$ cat config.mk
export PLATFORM = sky130hd
export DESIGN_NAME = conv3x3_comb_flat
export DESIGN_NICKNAME = d
export VERILOG_FILES = /design/src/rtl/conv_pkg.sv /design/src/rtl/conv3x3_comb_if.sv /design/src/rtl/conv_mac9.sv /design/src/rtl/conv3x3_comb.sv /design/src/flat_wrapper.sv
export SDC_FILE = /design/constraint.sdc
export NUM_CORES = 1
export LEC_CHECK = 0
export ABC_AREA = 0
export CORE_MARGIN = 2
export CORE_UTILIZATION = 55
export DETAILED_ROUTE_END_ITERATION = 8
export GPL_TIMING_DRIVEN = 0
export HOLD_SLACK_MARGIN = 0.06
export PLACE_DENSITY = 0.84
export SLEW_MARGIN = 40
export SYNTH_ARGS = -nofsm -noshare
export SYNTH_HDL_FRONTEND = slang
export SYNTH_HIERARCHICAL = 1
export SYNTH_SLANG_ARGS = --single-unit
$ cat constraint.sdc
create_clock -name clk -period 1.25 [get_ports clk]
set_clock_uncertainty 0.15 [all_clocks]
set_input_delay 0.1875 -clock clk [delete_from_list [all_inputs] [get_ports clk]]
set_output_delay 0.1875 -clock clk [all_outputs]
set_load 0.1 [all_outputs]
$ cat src/rtl/conv_pkg.sv
// Shared types, constants and the signed-to-pixel conversion for the 3x3 convolution engine.
// Build option CONV3X3_ABS_EN selects edge-magnitude mode (|sum|) for negative sums.
package conv_pkg;

  localparam int unsigned PIX_W   = 8;
  localparam int unsigned COEF_W  = 8;
  localparam int unsigned OUT_W   = 8;
  localparam int unsigned OUT_MAX = 255;

  typedef logic        [PIX_W-1:0]  pix_t;
  typedef logic signed [COEF_W-1:0] coef_t;

  // SobelX, row-major k00..k22.
  localparam coef_t SOBEL_X [9] = '{
    -8'sd1, 8'sd0, 8'sd1,
    -8'sd2, 8'sd0, 8'sd2,
    -8'sd1, 8'sd0, 8'sd1
  };

  // Caller sign-extends the accumulator to 32 bits before conversion.
  function automatic logic [OUT_W-1:0] sat_u8(input logic signed [31:0] s);
    logic signed [31:0] m;
`ifdef CONV3X3_ABS_EN
    m = (s < 0) ? -s : s;
`else
    m = (s < 0) ? 32'sd0 : s;
`endif
    if (m > $signed(32'(OUT_MAX))) begin
      return OUT_W'(OUT_MAX);
    end
    return m[OUT_W-1:0];
  endfunction

endpackage

$ cat src/rtl/conv3x3_comb_if.sv
// Window/kernel input bundle and registered pixel output of the 3x3 convolution engine.
interface conv3x3_comb_if
  import conv_pkg::*;
#(
  parameter int unsigned BITW = 8
);

  logic            in_valid;
  logic [BITW-1:0] u00, u01, u02;
  logic [BITW-1:0] u10, u11, u12;
  logic [BITW-1:0] u20, u21, u22;
  coef_t           k00, k01, k02;
  coef_t           k10, k11, k12;
  coef_t           k20, k21, k22;
  logic [OUT_W-1:0] y;
  logic            out_valid;

  modport master (
    output in_valid,
    output u00, u01, u02, u10, u11, u12, u20, u21, u22,
    output k00, k01, k02, k10, k11, k12, k20, k21, k22,
    input  y,
    input  out_valid
  );

  modport slave (
    input  in_valid,
    input  u00, u01, u02, u10, u11, u12, u20, u21, u22,
    input  k00, k01, k02, k10, k11, k12, k20, k21, k22,
    output y,
    output out_valid
  );

endinterface

$ cat src/rtl/conv_mac9.sv
// Nine exact unsigned-by-signed multipliers feeding a balanced adder tree; ACCW-bit signed sum.
module conv_mac9
  import conv_pkg::*;
#(
  parameter int unsigned BITW = 8,
  parameter int unsigned ACCW = 20
) (
  input  logic [BITW-1:0]         u [9],
  input  coef_t                   k [9],
  output logic signed [ACCW-1:0]  sum
);

  localparam int unsigned PRODW = BITW + 9;

  logic signed [PRODW-1:0] prod [9];
  logic signed [ACCW-1:0]  ext  [9];
  logic signed [ACCW-1:0]  s01, s23, s45, s67, s0123, s4567;

  // Zero-extend the pixel by one bit so it multiplies as a non-negative signed value.
  always_comb begin
    for (int i = 0; i < 9; i++) begin
      prod[i] = $signed({1'b0, u[i]}) * k[i];
      ext[i]  = {{(ACCW - PRODW){prod[i][PRODW-1]}}, prod[i]};
    end
  end

  always_comb begin
    s01   = ext[0] + ext[1];
    s23   = ext[2] + ext[3];
    s45   = ext[4] + ext[5];
    s67   = ext[6] + ext[7];
    s0123 = s01 + s23;
    s4567 = s45 + s67;
    sum   = s0123 + s4567 + ext[8];
  end

endmodule

$ cat src/rtl/conv3x3_comb.sv
// 3x3 convolution: combinational MAC, signed-to-pixel conversion, one output register stage.
// Negative-sum handling depends on CONV3X3_ABS_EN (see conv_pkg::sat_u8).
module conv3x3_comb
  import conv_pkg::*;
#(
  parameter int unsigned BITW = 8,
  parameter int unsigned ACCW = 20
) (
  input  logic           clk,
  input  logic           rst_n,
  conv3x3_comb_if.slave  bus
);

  if (ACCW < BITW + 12) begin : g_accw_check
    $error("conv3x3_comb: ACCW must be at least BITW+12");
  end
  if (ACCW > 32) begin : g_accw_max_check
    $error("conv3x3_comb: ACCW must not exceed 32");
  end

  logic [BITW-1:0]        u_win [9];
  coef_t                  k_win [9];
  logic signed [ACCW-1:0] sum;
  logic signed [31:0]     sum32;
  logic [OUT_W-1:0]       y_d, y_q;
  logic                   out_valid_q;

  assign u_win = '{bus.u00, bus.u01, bus.u02,
                   bus.u10, bus.u11, bus.u12,
                   bus.u20, bus.u21, bus.u22};
  assign k_win = '{bus.k00, bus.k01, bus.k02,
                   bus.k10, bus.k11, bus.k12,
                   bus.k20, bus.k21, bus.k22};

  conv_mac9 #(
    .BITW (BITW),
    .ACCW (ACCW)
  ) u_mac (
    .u   (u_win),
    .k   (k_win),
    .sum (sum)
  );

  always_comb begin
    sum32 = 32'(sum);
    y_d   = sat_u8(sum32);
  end

  // y holds across idle cycles; only out_valid drops.
  always_ff @(posedge clk or negedge rst_n) begin
    if (!rst_n) begin
      y_q         <= '0;
      out_valid_q <= 1'b0;
    end else begin
      out_valid_q <= bus.in_valid;
      if (bus.in_valid) begin
        y_q <= y_d;
      end
    end
  end

  assign bus.y         = y_q;
  assign bus.out_valid = out_valid_q;

endmodule

$ cat src/flat_wrapper.sv
// flat-port wrapper written by rule: the top's interface ports become plain ports
module conv3x3_comb_flat import conv_pkg::*;
#(
  parameter int unsigned BITW = 8,
  parameter int unsigned ACCW = 20
)
  (clk, rst_n, bus_in_valid, bus_u00, bus_u01, bus_u02, bus_u10, bus_u11, bus_u12, bus_u20, bus_u21, bus_u22, bus_k00, bus_k01, bus_k02, bus_k10, bus_k11, bus_k12, bus_k20, bus_k21, bus_k22, bus_y, bus_out_valid);
  conv3x3_comb_if #(.BITW(BITW)) bus_i ();
  input  logic clk;
  input  logic rst_n;
  input wire logic [$bits(bus_i.in_valid)-1:0] bus_in_valid;
  input wire logic [$bits(bus_i.u00)-1:0] bus_u00;
  input wire logic [$bits(bus_i.u01)-1:0] bus_u01;
  input wire logic [$bits(bus_i.u02)-1:0] bus_u02;
  input wire logic [$bits(bus_i.u10)-1:0] bus_u10;
  input wire logic [$bits(bus_i.u11)-1:0] bus_u11;
  input wire logic [$bits(bus_i.u12)-1:0] bus_u12;
  input wire logic [$bits(bus_i.u20)-1:0] bus_u20;
  input wire logic [$bits(bus_i.u21)-1:0] bus_u21;
  input wire logic [$bits(bus_i.u22)-1:0] bus_u22;
  input wire logic [$bits(bus_i.k00)-1:0] bus_k00;
  input wire logic [$bits(bus_i.k01)-1:0] bus_k01;
  input wire logic [$bits(bus_i.k02)-1:0] bus_k02;
  input wire logic [$bits(bus_i.k10)-1:0] bus_k10;
  input wire logic [$bits(bus_i.k11)-1:0] bus_k11;
  input wire logic [$bits(bus_i.k12)-1:0] bus_k12;
  input wire logic [$bits(bus_i.k20)-1:0] bus_k20;
  input wire logic [$bits(bus_i.k21)-1:0] bus_k21;
  input wire logic [$bits(bus_i.k22)-1:0] bus_k22;
  output wire logic [$bits(bus_i.y)-1:0] bus_y;
  output wire logic [$bits(bus_i.out_valid)-1:0] bus_out_valid;
  assign bus_i.in_valid = bus_in_valid;
  assign bus_i.u00 = bus_u00;
  assign bus_i.u01 = bus_u01;
  assign bus_i.u02 = bus_u02;
  assign bus_i.u10 = bus_u10;
  assign bus_i.u11 = bus_u11;
  assign bus_i.u12 = bus_u12;
  assign bus_i.u20 = bus_u20;
  assign bus_i.u21 = bus_u21;
  assign bus_i.u22 = bus_u22;
  assign bus_i.k00 = bus_k00;
  assign bus_i.k01 = bus_k01;
  assign bus_i.k02 = bus_k02;
  assign bus_i.k10 = bus_k10;
  assign bus_i.k11 = bus_k11;
  assign bus_i.k12 = bus_k12;
  assign bus_i.k20 = bus_k20;
  assign bus_i.k21 = bus_k21;
  assign bus_i.k22 = bus_k22;
  assign bus_y = bus_i.y;
  assign bus_out_valid = bus_i.out_valid;
  conv3x3_comb #(.BITW(BITW), .ACCW(ACCW)) u_core (.clk(clk), .rst_n(rst_n), .bus(bus_i));
endmodule
# Word level (Yosys, flattened, before mapping)
# Cells that the tools add are included.
[op_classes]
n_addsub = 8
n_mul = 9
n_lt_le_gt_ge = 2
mux = 4
[op_table]
columns = ["cell", "count"]
rows = [
  ["multiplier 9 x 8 -> 17 bit", 9],
  ["adder 17 x 17 -> 18 bit", 4],
  ["adder 18 x 18 -> 19 bit", 2],
  ["greater-than comparator 32 x 9 -> 1 bit (second input constant)", 1],
  ["2-to-1 mux 32 bit", 1],
  ["adder 19 x 19 -> 20 bit", 1],
  ["adder 20 x 17 -> 20 bit", 1],
  ["less-than comparator 20 x 1 -> 1 bit (second input constant)", 1],
  ["2-to-1 mux 8 bit", 2],
  ["2-to-1 mux 1 bit", 1],
]
[word_totals]
reg_bits = 9
input_bits = 147

# Depth between registers and ports, before layout
# Gate-level depths: netlist of the first run.
[depth]
ltp_word = 10
depth_mapped = 31

# Modules after synthesis
# Netlist of the first run, hierarchy kept.
[modules_own_cells]
columns = ["module", "instances", "cells_per_inst", "area_per_inst_um2", "seq_area_each_um2"]
rows = [
  ["conv_mac9", 1, 2266, 21595.7, 0.0],
  ["conv3x3_comb", 1, 41, 431.7, 225.2],
]

# Worst setup path before layout of the first run
# Ideal clock, no wire load.
[synth_path]
path_type = "in2reg"
startpoint = "in bus_u02[4]"
endpoint = "reg u_core.y_q[0] (netlist: u_core/bus.y[0])"
setup_time_ps = 157
t_arrival_ps = 7627
required_time_ps = 943
slack_ps = -6685
stages = 25
path_buffers = 0
path_cell_list = "and2_1 fa_1 inv_1 fa_1 inv_1 fa_1 inv_1 fa_1 fa_1 inv_1 fa_1 fa_1 fa_1 fa_1 fa_1 ha_1 a21o_1 a2111oi_4 a21oi_2 a41oi_2 a21oi_1 xor2_1 or4_4 nor2_8 a32oi_1"
[synth_between]
elab_chain_cells = 10
[synth_lines]
columns = ["element", "line", "source"]
rows = [
  ["start, declared", "flat_wrapper.sv:14", "input wire logic [$bits(bus_i.u02)-1:0] bus_u02;"],
  ["multiplier 9 x 8 -> 17 bit (*)", "conv_mac9.sv:22", "prod[i] = $signed({1'b0, u[i]}) * k[i];"],
  ["adder 17 x 17 -> 18 bit (*)", "conv_mac9.sv:29", "s23 = ext[2] + ext[3];"],
  ["adder 18 x 18 -> 19 bit (*)", "conv_mac9.sv:32", "s0123 = s01 + s23;"],
  ["adder 19 x 19 -> 20 bit (*)", "conv_mac9.sv:34", "sum = s0123 + s4567 + ext[8];"],
  ["adder 20 x 17 -> 20 bit (*)", "conv_mac9.sv:34", ""],
  ["net u_core.sum[15]", "conv3x3_comb.sv:23", "logic signed [ACCW-1:0] sum;"],
  ["less-than comparator 20 x 1 -> 1 bit", "conv_pkg.sv:26", "m = (s < 0) ? 32'sd0 : s;"],
  ["2-to-1 mux 32 bit (*)", "conv_pkg.sv:26", ""],
  ["greater-than comparator 32 x 9 -> 1 bit", "conv_pkg.sv:28", "if (m > $signed(32'(OUT_MAX))) begin"],
  ["2-to-1 mux 1 bit", "conv_pkg.sv:28", ""],
  ["2-to-1 mux 8 bit (*)", "conv_pkg.sv:31", "return m[OUT_W-1:0];"],
  ["end signal, assigned", "conv3x3_comb.sv:57", "y_q <= y_d;"],
  ["end, declared", "conv3x3_comb.sv:25", "logic [OUT_W-1:0] y_d, y_q;"],
]
# The timed path passes the listed nets; every way through them passes the cells marked *.
# A chain may end at the register's enable or synchronous reset.

# Worst setup path in the final report of the first run
[layout_path]
startpoint = "in bus_k10[4]"
endpoint = "reg u_core.y_q[7] (netlist: u_core/bus.y[7])"
[layout_between]
elab_chain_cells = 10
[layout_lines]
columns = ["element", "line", "source"]
rows = [
  ["start, declared", "flat_wrapper.sv:24", "input wire logic [$bits(bus_i.k10)-1:0] bus_k10;"],
  ["multiplier 9 x 8 -> 17 bit (*)", "conv_mac9.sv:22", ""],
  ["adder 17 x 17 -> 18 bit (*)", "conv_mac9.sv:29", ""],
  ["adder 18 x 18 -> 19 bit (*)", "conv_mac9.sv:32", ""],
  ["adder 19 x 19 -> 20 bit (*)", "conv_mac9.sv:34", ""],
  ["adder 20 x 17 -> 20 bit (*)", "conv_mac9.sv:34", ""],
  ["net u_core.sum[15]", "conv3x3_comb.sv:23", ""],
  ["less-than comparator 20 x 1 -> 1 bit", "conv_pkg.sv:26", ""],
  ["2-to-1 mux 32 bit (*)", "conv_pkg.sv:26", ""],
  ["greater-than comparator 32 x 9 -> 1 bit", "conv_pkg.sv:28", ""],
  ["2-to-1 mux 1 bit", "conv_pkg.sv:28", ""],
  ["2-to-1 mux 8 bit (*)", "conv_pkg.sv:31", ""],
]
# Marked as above.

==> qor.yml, run 1 <==
place_area_um2: 24240
synth_top_family_by_area: "adder cells"
clkLatencyLatePin_ps: 230
regToRegStartpoint: "u_core/bus.y[1]"
dp_hpwl_um: 51850
track_usage_pct: 28.79
end_kind: "flop"
grtUsageMet3_pct: 2.248
grt_pass1_vias: 17880
path_class: "in2reg"
path_buf_inv: 6
finalWorstSetupSlack_ps: -6856
holdWs_ps: 94.76
drt-wirelength-per-cell_um: 19.13
start_kind: "primary input"
antenna_left: 0
yosysWarnings: 6
die_width_um: 204.1
worst_pin_slew_ps: 447.8
failed_checks: "negative setup slack"
syn2layout_area_growth_pct: 11.00
rsz0062_at_grt: "true"
ys_seq_area_share_pct: 1.022
period_share_pct: 648.5
gp_congestion: 0.9255
fin_cells: 3010
die_y_um: 204.1
finalWirelength_um: 57570
avgSynthCellArea_um2: 9.548
ys.flop_type: "dfrtp_1"
num_vias: 15640
netlist_area_um2: 22030
drive_above_1_share_pct: 11.07
cp_common_cell: "fa_1"
via_per_inst: 5.197
synth_xor_area_share_pct: 1.113
synth-simple-area-share_pct: 15.22
cts_sinks: 9
required_ps: 1190
start_util_pct: 55.57
cts_tree: "done"
fmax_ghz: 0.1234
fin_area_um2: 24450
worstHoldPathType: "in2async"
slowest_stage: "fa_1"
arrival_ps: 8040
regToRegEndpoint: "u_core/bus.y[1]"
outcome: "finished with violations"
cts_max_path_buffers: 2
min_period_ps: 8106
cts_hold_buf: 0
cts_buffers: 3
synthArstFlopShare_pct: 100.0
drv_slew: 0
busiest_layer: "met2"
antenna_cells: 0
remaining_drc_errors: 0
slew_headroom_pct: 69.94
grt_overflow: 0
crit_fanout: 8
numPortBuffers: 154
ios: 156
ctsHtreeMaxLevel: 1
nets: 3495
syn_nets: 3316
r2r_cells: 2
synth_seq_cells: 9
postSynthCellCount: 2307
synth_compound_area_share_pct: 1.835
antenna_found_initial: 2
setup_viol: 8
path_delay_family: "adder cells"
cts_root_buf: "clkbuf_16"
critPathMaxStageDelay_ps: 610
hold_viol: 0
drtIter0Drc: 994
fin_tns_setup_ps: -54750
synth_fa_ha_area_share_pct: 68.32
path_clk_slew_ps: 40
maxCapViolations: 0
synthMuxAreaShare_pct: 0.04544
placed_cells: 2986
fp.dieArea_um2: 41670
use_met2_pct: 50.68
core-area_um2: 39640
synth_edf_count: 0
grt_max_degree: 14
grt_pass1_wl_um: 92580
row_count: 73
regToRegSetupSlack_ps: 240
grtUsageMet1_pct: 37.94
synth.distinct_cells: 40
dr.pass1.iters: 5
==> worst max path at each step <==
| stage | startpoint | end | depth (start not counted) |
|---|---|---|---|
| floorplan | bus_u21[3] | u_core/bus.y[0] | 23 |
| global placement | bus_k01[7] | u_core/bus.y[6] | 24 |
| detailed placement | bus_k01[7] | u_core/bus.y[5] | 24 |
| CTS | bus_k02[3] | u_core/bus.y[7] | 26 |
| global route | bus_k11[2] | u_core/bus.y[5] | 27 |
| finish | bus_k10[4] | u_core/bus.y[7] | 27 |
==> layer usage <==
metal | vias up | wire length (um)
li1 | 6957 | -
met4 | 4 | 2141
met1 | 8086 | 23600
met5 | - | 27
met3 | 112 | 2735
met2 | 483 | 29070
==> cells in the mapped netlist (all sizes together), types with 3 or more instances <==
library cell / count / share of area, %
inv: 725 / 12
fa: 568 / 52
and2: 333 / 9.5
ha: 294 / 17
nand2: 189 / 3.2
nor2: 38 / 0.72
nor2b: 33 / 0.94
xnor2: 22 / 0.87
nand2b: 20 / 0.57
a21oi: 19 / 0.45
dfrtp: 9 / 1.0
a32oi: 8 / 0.32
xor2: 6 / 0.24
a21o: 5 / 0.17
nand3: 4 / 0.091
o21a: 4 / 0.14
o21ai: 4 / 0.091
o31ai: 3 / 0.15
==> cell usage in the layout, fill, tap and decap left out, types with 4 or more instances in the layout <==
cell type	instances
fa_2	14
nand2b_4	5
clkbuf_4	17
inv_2	15
nand2b_1	15
ha_4	7
xor2_1	6
a32oi_1	8
nor2b_1	32
buf_4	49
ha_1	286
nand2_1	182
dfrtp_1	9
nand3_1	4
and2_4	25
xnor2_1	22
inv_1	707
nor2_1	33
nor2_2	4
and2_1	308
a21o_1	5
buf_6	31
fa_1	554
o21a_1	4
a21oi_2	5
buf_12	4
buf_2	57
a21oi_1	14
clkbuf_2	8
nand2_2	7
clkdlybuf4s15_2	5
==> flip-flops by register name, summed over array words and instances (netlist names) <==
register              cells
u_core/bus.y              8
u_core/bus.out_valid      1
==> metrics by stage <==
step | util [%] | setup WS (ps)
finish | 61.68 | -6856
global route | 61.68 | -7000
CTS | 61.33 | -6751
detailed placement | 61.15 | -8232
global placement | 61.27 | -8122
floorplan | - | -6531
==> what timing repair did <==
| item | CTS | global route |
|---|---|---|
| endpoints found under the hold margin | 0 | 0 |
| resized for setup | 716 | 199 |
| buffers inserted | 13 | 8 |
| setup endpoints to repair | 17 | 10 |
| pin swaps | 77 | 53 |
==> area by class of cell <==
type | instances | area, um^2
sequential | 9 | 225.2
fill | 3315 | 15190
buffer | 3 | 22.52
timing repair buffer | 175 | 1361
inverter | 726 | 2739
multi-input combinational | 1568 | 19370
clock buffer | 4 | 78.83
tap | 525 | 656.9
==> cell families (layout without fill, tap and decap cells) <==
family | Yosys count | in the layout
and+or+nand+nor | 623 | 623
AOI/OAI and AO/OA | 54 | 54
adders and majority gates | 862 | 862
buffers and inverters | 730 | 908
DFF | 9 | 9
xor gates and xnor gates | 28 | 28
muxes | 1 | 1
Power of run 1 is not shown: default switching activity piles up to over one toggle a cycle in this logic, so the estimate is an artifact.
==> run 2: changes to the inputs <==
--- a/config.mk
+++ b/config.mk
@@ -6,10 +6,8 @@
 export NUM_CORES = 1
 export LEC_CHECK = 0
 export ABC_AREA = 0
-export CORE_MARGIN = 2
 export CORE_UTILIZATION = 55
 export DETAILED_ROUTE_END_ITERATION = 8
-export GPL_TIMING_DRIVEN = 0
 export HOLD_SLACK_MARGIN = 0.06
 export PLACE_DENSITY = 0.84
 export SLEW_MARGIN = 40
==> qor.yml, run 2 (synthesized netlist as in run 1, its figures left out) <==
outcome: "finished with violations"  # unchanged
failed_checks: "negative setup slack"  # unchanged
remaining_drc_errors: 0  # unchanged
core-area_um2: 39100  # was 39640 um^2
grt_pass1_vias: 18970  # was 17.88k
hold_viol: 0  # unchanged
cts_sinks: 9  # unchanged
drive_above_1_share_pct: 21.23  # was 11.07%
path_class: "in2reg"  # unchanged
r2r_cells: 2  # unchanged
start_kind: "primary input"  # unchanged
fill_cells: 3014  # was 3315
setup_viol: 8  # unchanged
start_util_pct: 56.34  # was 55.57%
place_area_um2: 26210  # was 24240 um^2
rsz0062_at_grt: "true"  # unchanged
regToRegStartpoint: "u_core/bus.y[4]"  # was u_core/bus.y[1]
grt_overflow: 0  # unchanged
ios: 156  # unchanged
required_ps: 1200  # was 1190 ps
track_usage_pct: 31.92  # was 28.79%
finalWirelength_um: 63150  # was 57570 um
antenna_cells: 0  # unchanged
ctsHtreeMaxLevel: 1  # unchanged
num_vias: 16890  # was 15.64k
seq_area_um2: 225.2  # unchanged
numPortBuffers: 155  # was 154
grt_max_degree: 17  # was 14
syn2layout_area_growth_pct: 21.17  # was 11.00%
fin_area_um2: 26690  # was 24450 um^2
worstHoldPathType: "in2async"  # unchanged
antenna_left: 0  # unchanged
final_common_cell: "inv_1"  # unchanged
drt-wirelength-per-cell_um: 19.40  # was 19.13 um
fin_cells: 3255  # was 3010
antenna_found_initial: 0  # was 2
final_cell_mix: "inv_1 (688), fa_1 (530), and2_1 (294)"  # was inv_1 (707), fa_1 (554), and2_1 (308)
maxCapViolations: 0  # unchanged
fin_tns_setup_ps: -54520  # was -54750 ps
gp_congestion: 1.031  # was 0.9255
cts_max_path_buffers: 2  # unchanged
row_count: 72  # was 73
largest_register_ffs: 8  # unchanged
finalWorstSetupSlack_ps: -6826  # was -6856 ps
drv_slew: 0  # unchanged
dp_hpwl_um: 56910  # was 51850 um
nets: 3747  # was 3495
die_y_um: 202.1  # was 204.1 um
cts_tree: "done"  # unchanged
cts_buffers: 3  # unchanged
multi_input_area_um2: 19610  # was 19370 um^2
cts_hold_buf: 0  # unchanged
die_width_um: 202.1  # was 204.1 um
grt_pass1_wl_um: 99740  # was 92580 um
cts_root_buf: "clkbuf_16"  # unchanged
clkLatencyLatePin_ps: 230  # about the same
fp.dieArea_um2: 40850  # was 41670 um^2
dr.pass1.iters: 5  # unchanged
crit_start: "bus_u12[5]"  # was bus_k10[4]
worst_pin_slew_ps: 475.1  # was 447.8 ps
fmax_ghz: 0.1238  # was 0.1234 GHz
crit_fanout: 8  # unchanged
end_kind: "flop"  # unchanged
path_clk_slew_ps: 40  # about the same
period_share_pct: 646.1  # was 648.5%
placed_cells: 3222  # was 2986
drtIter0Drc: 952  # was 994
min_period_ps: 8076  # was 8106 ps
arrival_ps: 8020  # was 8040 ps
slew_headroom_pct: 67.51  # was 69.94%
via_per_inst: 5.190  # was 5.197
==> run 2: changes by cell type in the layout (fill, tap and decap cells not counted), sizes merged <==
| cell | before | now |
|---|---|---|
| clkinv | 0 | 1 |
| inv | 723 | 724 |
| clkdlybuf4s18 | 1 | 0 |
| dlygate4sd2 | 0 | 13 |
| clkbuf | 31 | 48 |
| clkinvlp | 3 | 1 |
| buf | 143 | 349 |
| clkdlybuf4s15 | 5 | 22 |
==> run 2: metrics by stage <==
stage	setup slack, ps	util, %	hold WS, ps
floorplan	-6531	-	-258.1
global placement	-7422	67.04	341.4
detailed placement	-7705	67.04	358.3
CTS	-6845	68.20	114.0
global route	-7026	68.27	136.1
finish	-6826	68.27	102.6
==> run 2: repair_timing <==
item                                    CTS  global route
pin swaps                               140            92
endpoints found under the setup margin    8             8
setup buffers                            19            12
gates resized for setup                 513           197
hold endpoints to repair                  0             0
==> run 2: worst max-delay path: stages <==
cell and delay [ps]:
buf_4 130, buf_6 120, and2_4 150, fa_1 530, inv_1 50, fa_1 490, inv_2 50, fa_1 500
fa_1 610, fa_2 500, fa_1 560, fa_1 610, fa_1 460, fa_1 500, inv_1 50, fa_1 510
inv_2 60, ha_4 150, buf_6 120, a2111oi_4 280, a21oi_2 130, a41oi_2 190, a21oi_2 90, xor2_1 160
or4_4 570, nor2_8 160, a32oi_1 130
==> run 2: layout make-up <==
type | instances | share of cell area, %
tap | 518 | 2.428
timing repair buffer | 430 | 12.76
clock buffer | 4 | 0.2953
sequential | 9 | 0.8438
multi-input combinational | 1568 | 73.45
inverter | 726 | 10.22
==> run 2: metal layers <==
metal,routed length [um],part of all wire (%),track usage (%),vias to the layer above
met2,32940,52,58.52,606
met1,24290,38,40.16,8672
met4,2577,4.1,10.07,0
met5,0,0,0,-
met3,3335,5.3,2.144,146
li1,-,-,-,7470
==> run 2: path summary, 6_finish.rpt <==
path	end	slack (ps)
worst max-delay path	u_core/bus.y[5]	-6830
worst min-delay path	u_core/bus.out_valid	100
worst min register to register	u_core/bus.y[3]	460
max in group asynchronous	u_core/bus.y[3]	560
min in group clk	u_core/bus.out_valid	360
worst max register to register	u_core/bus.y[4]	220
Power of run 2 is left out for the same reason.
==> run 3: changes to the inputs <==
==> constraint.sdc (replaced) <==
create_clock -name clk -period 8.7 [get_ports clk]
set_clock_uncertainty 0.15 [all_clocks]
set_input_delay 1.305 -clock clk [delete_from_list [all_inputs] [get_ports clk]]
set_output_delay 1.305 -clock clk [all_outputs]
set_load 0.1 [all_outputs]
==> qor.yml, run 3 (synthesized netlist as in run 1, its figures left out) <==
finalWorstSetupSlack_ps: -556.6  # was -6826 ps
finalWirelength_um: 62530  # was 63150 um
clkLatencyLatePin_ps: 230  # about the same
grt_overflow: 0  # unchanged
ios: 156  # unchanged
path_class: "in2reg"  # unchanged
die_width_um: 202.1  # unchanged
fp.dieArea_um2: 40850  # unchanged
grt_pass1_wl_um: 98890  # was 99740 um
grt_pass1_vias: 19150  # was 18.97k
period_share_pct: 106.4
path_clk_slew_ps: 40  # about the same
min_period_ps: 9257
cts_buffers: 3  # unchanged
drive_above_1_share_pct: 20.46  # was 21.23%
fin_cells: 3252  # was 3255
numPortBuffers: 155  # unchanged
drtIter0Drc: 860  # was 952
maxCapViolations: 0  # unchanged
worstHoldPathType: "reg2reg"  # was in2async
final_cell_mix: "inv_1 (684), fa_1 (532), and2_1 (301)"  # was inv_1 (688), fa_1 (530), and2_1 (294)
start_util_pct: 56.34  # unchanged
core-area_um2: 39100  # unchanged
crit_fanout: 8  # unchanged
worst_pin_slew_ps: 547.4  # was 475.1 ps
nets: 3742  # was 3747
setup_viol: 8  # unchanged
fmax_ghz: 0.1080
antenna_found_initial: 3  # was 0
largest_register_ffs: 8  # unchanged
drt-wirelength-per-cell_um: 19.23  # was 19.40 um
failed_checks: "negative setup slack"  # unchanged
via_per_inst: 5.146  # was 5.190
hold_viol: 0  # unchanged
required_ps: 8650  # was 1200 ps
gp_congestion: 1.010  # was 1.031
grt_max_degree: 17  # unchanged
dp_hpwl_um: 57230  # was 56910 um
path_buf_inv: 5  # was 7
cts_max_path_buffers: 2  # unchanged
final_common_cell: "inv_1"  # unchanged
cp_common_cell: "fa_1"  # unchanged
die_y_um: 202.1  # unchanged
cts_tree: "done"  # unchanged
placed_cells: 3211  # was 3222
path_delay_family: "adder cells"  # unchanged
fin_tns_setup_ps: -4355  # was -54520 ps
slowest_stage: "fa_2"  # was fa_1
track_usage_pct: 31.81  # was 31.92%
ctsHtreeMaxLevel: 1  # unchanged
start_kind: "primary input"  # unchanged
row_count: 72  # unchanged
dr.pass1.iters: 5  # unchanged
drv_slew: 0  # unchanged
num_vias: 16730  # was 16.89k
end_kind: "flop"  # unchanged
cts_sinks: 9  # unchanged
remaining_drc_errors: 0  # unchanged
cts_root_buf: "clkbuf_16"  # unchanged
rsz0062_at_grt: "true"  # unchanged
outcome: "finished with violations"  # unchanged
antenna_left: 0  # unchanged
arrival_ps: 9210  # was 8020 ps
syn2layout_area_growth_pct: 20.87  # was 21.17%
slew_headroom_pct: 62.56  # was 67.51%
critPathMaxStageDelay_ps: 610  # about the same
## run 3: changes by cell type in the layout (fill, tap and decap cells not counted), sizes merged
cell	delta
clkdlybuf4s15	+10
diode	+2
clkbuf	-18
buf	-6
dlygate4sd2	+9
## run 3: final cells by class
class	instances	area [um^2]
Timing Repair Buffer	425	3336
Inverter	726	2729
Clock buffer	4	78.83
Tap cell	518	648.1
Antenna cell	2	5.005
Sequential cell	9	225.2
Multi-Input combinational cell	1568	19600
Fill cell	2957	12470
## run 3: worst register-to-register path, cell delays in order (launching register included)
cell and delay [ps]:
dfrtp_1 400, a21oi_1 210, a32oi_2 130
## run 3: worst paths after layout
| kind | start | endpoint | slack (ps) | cells past startpoint |
|---|---|---|---|---|
| max in group asynchronous | rst_n | u_core/bus.y[3] | 6890 | 1 |
| worst min-delay path | u_core/bus.y[4] | u_core/bus.y[4] | 400 | 2 |
| worst max-delay path | bus_k01[2] | u_core/bus.y[0] | -560 | 26 |
| worst min register to register | u_core/bus.y[4] | u_core/bus.y[4] | 400 | 2 |
| worst max register to register | u_core/bus.y[1] | u_core/bus.y[1] | 7670 | 2 |
| min in group asynchronous | rst_n | u_core/bus.out_valid | 1220 | 1 |
## run 3: repair_timing
action | CTS | global route
resized for setup | 540 | 140
pin swaps | 132 | 98
buffers inserted | 32 | 4
hold buffers | 0 | 0
setup endpoints to repair | 8 | 8
## run 3: stage by stage
step / setup slack [ps] / area, um^2 / utilization (%) / hold WS [ps]
after floorplan: -198.1 / 22090 / - / 826.0
after CTS: -537.7 / 26550 / 67.91 / 401.2
after global routing: -743.0 / 26620 / 68.08 / 436.7
final: -556.6 / 26620 / 68.10 / 396.7
after global placement: -1090 / 26040 / 66.60 / 392.1
after detailed placement: -1255 / 25990 / 66.48 / 395.6
## run 3: routing by layer
metal  up-vias  GRT usage (%)  part of all wire [%]
li1       7454              -                     -
met2       571          56.50                    51
met4         2          13.29                   5.0
met5         -              0                 0.016
met1      8528          38.92                    38
met3       179          4.224                   5.5
Power of run 3 is left out for the same reason.
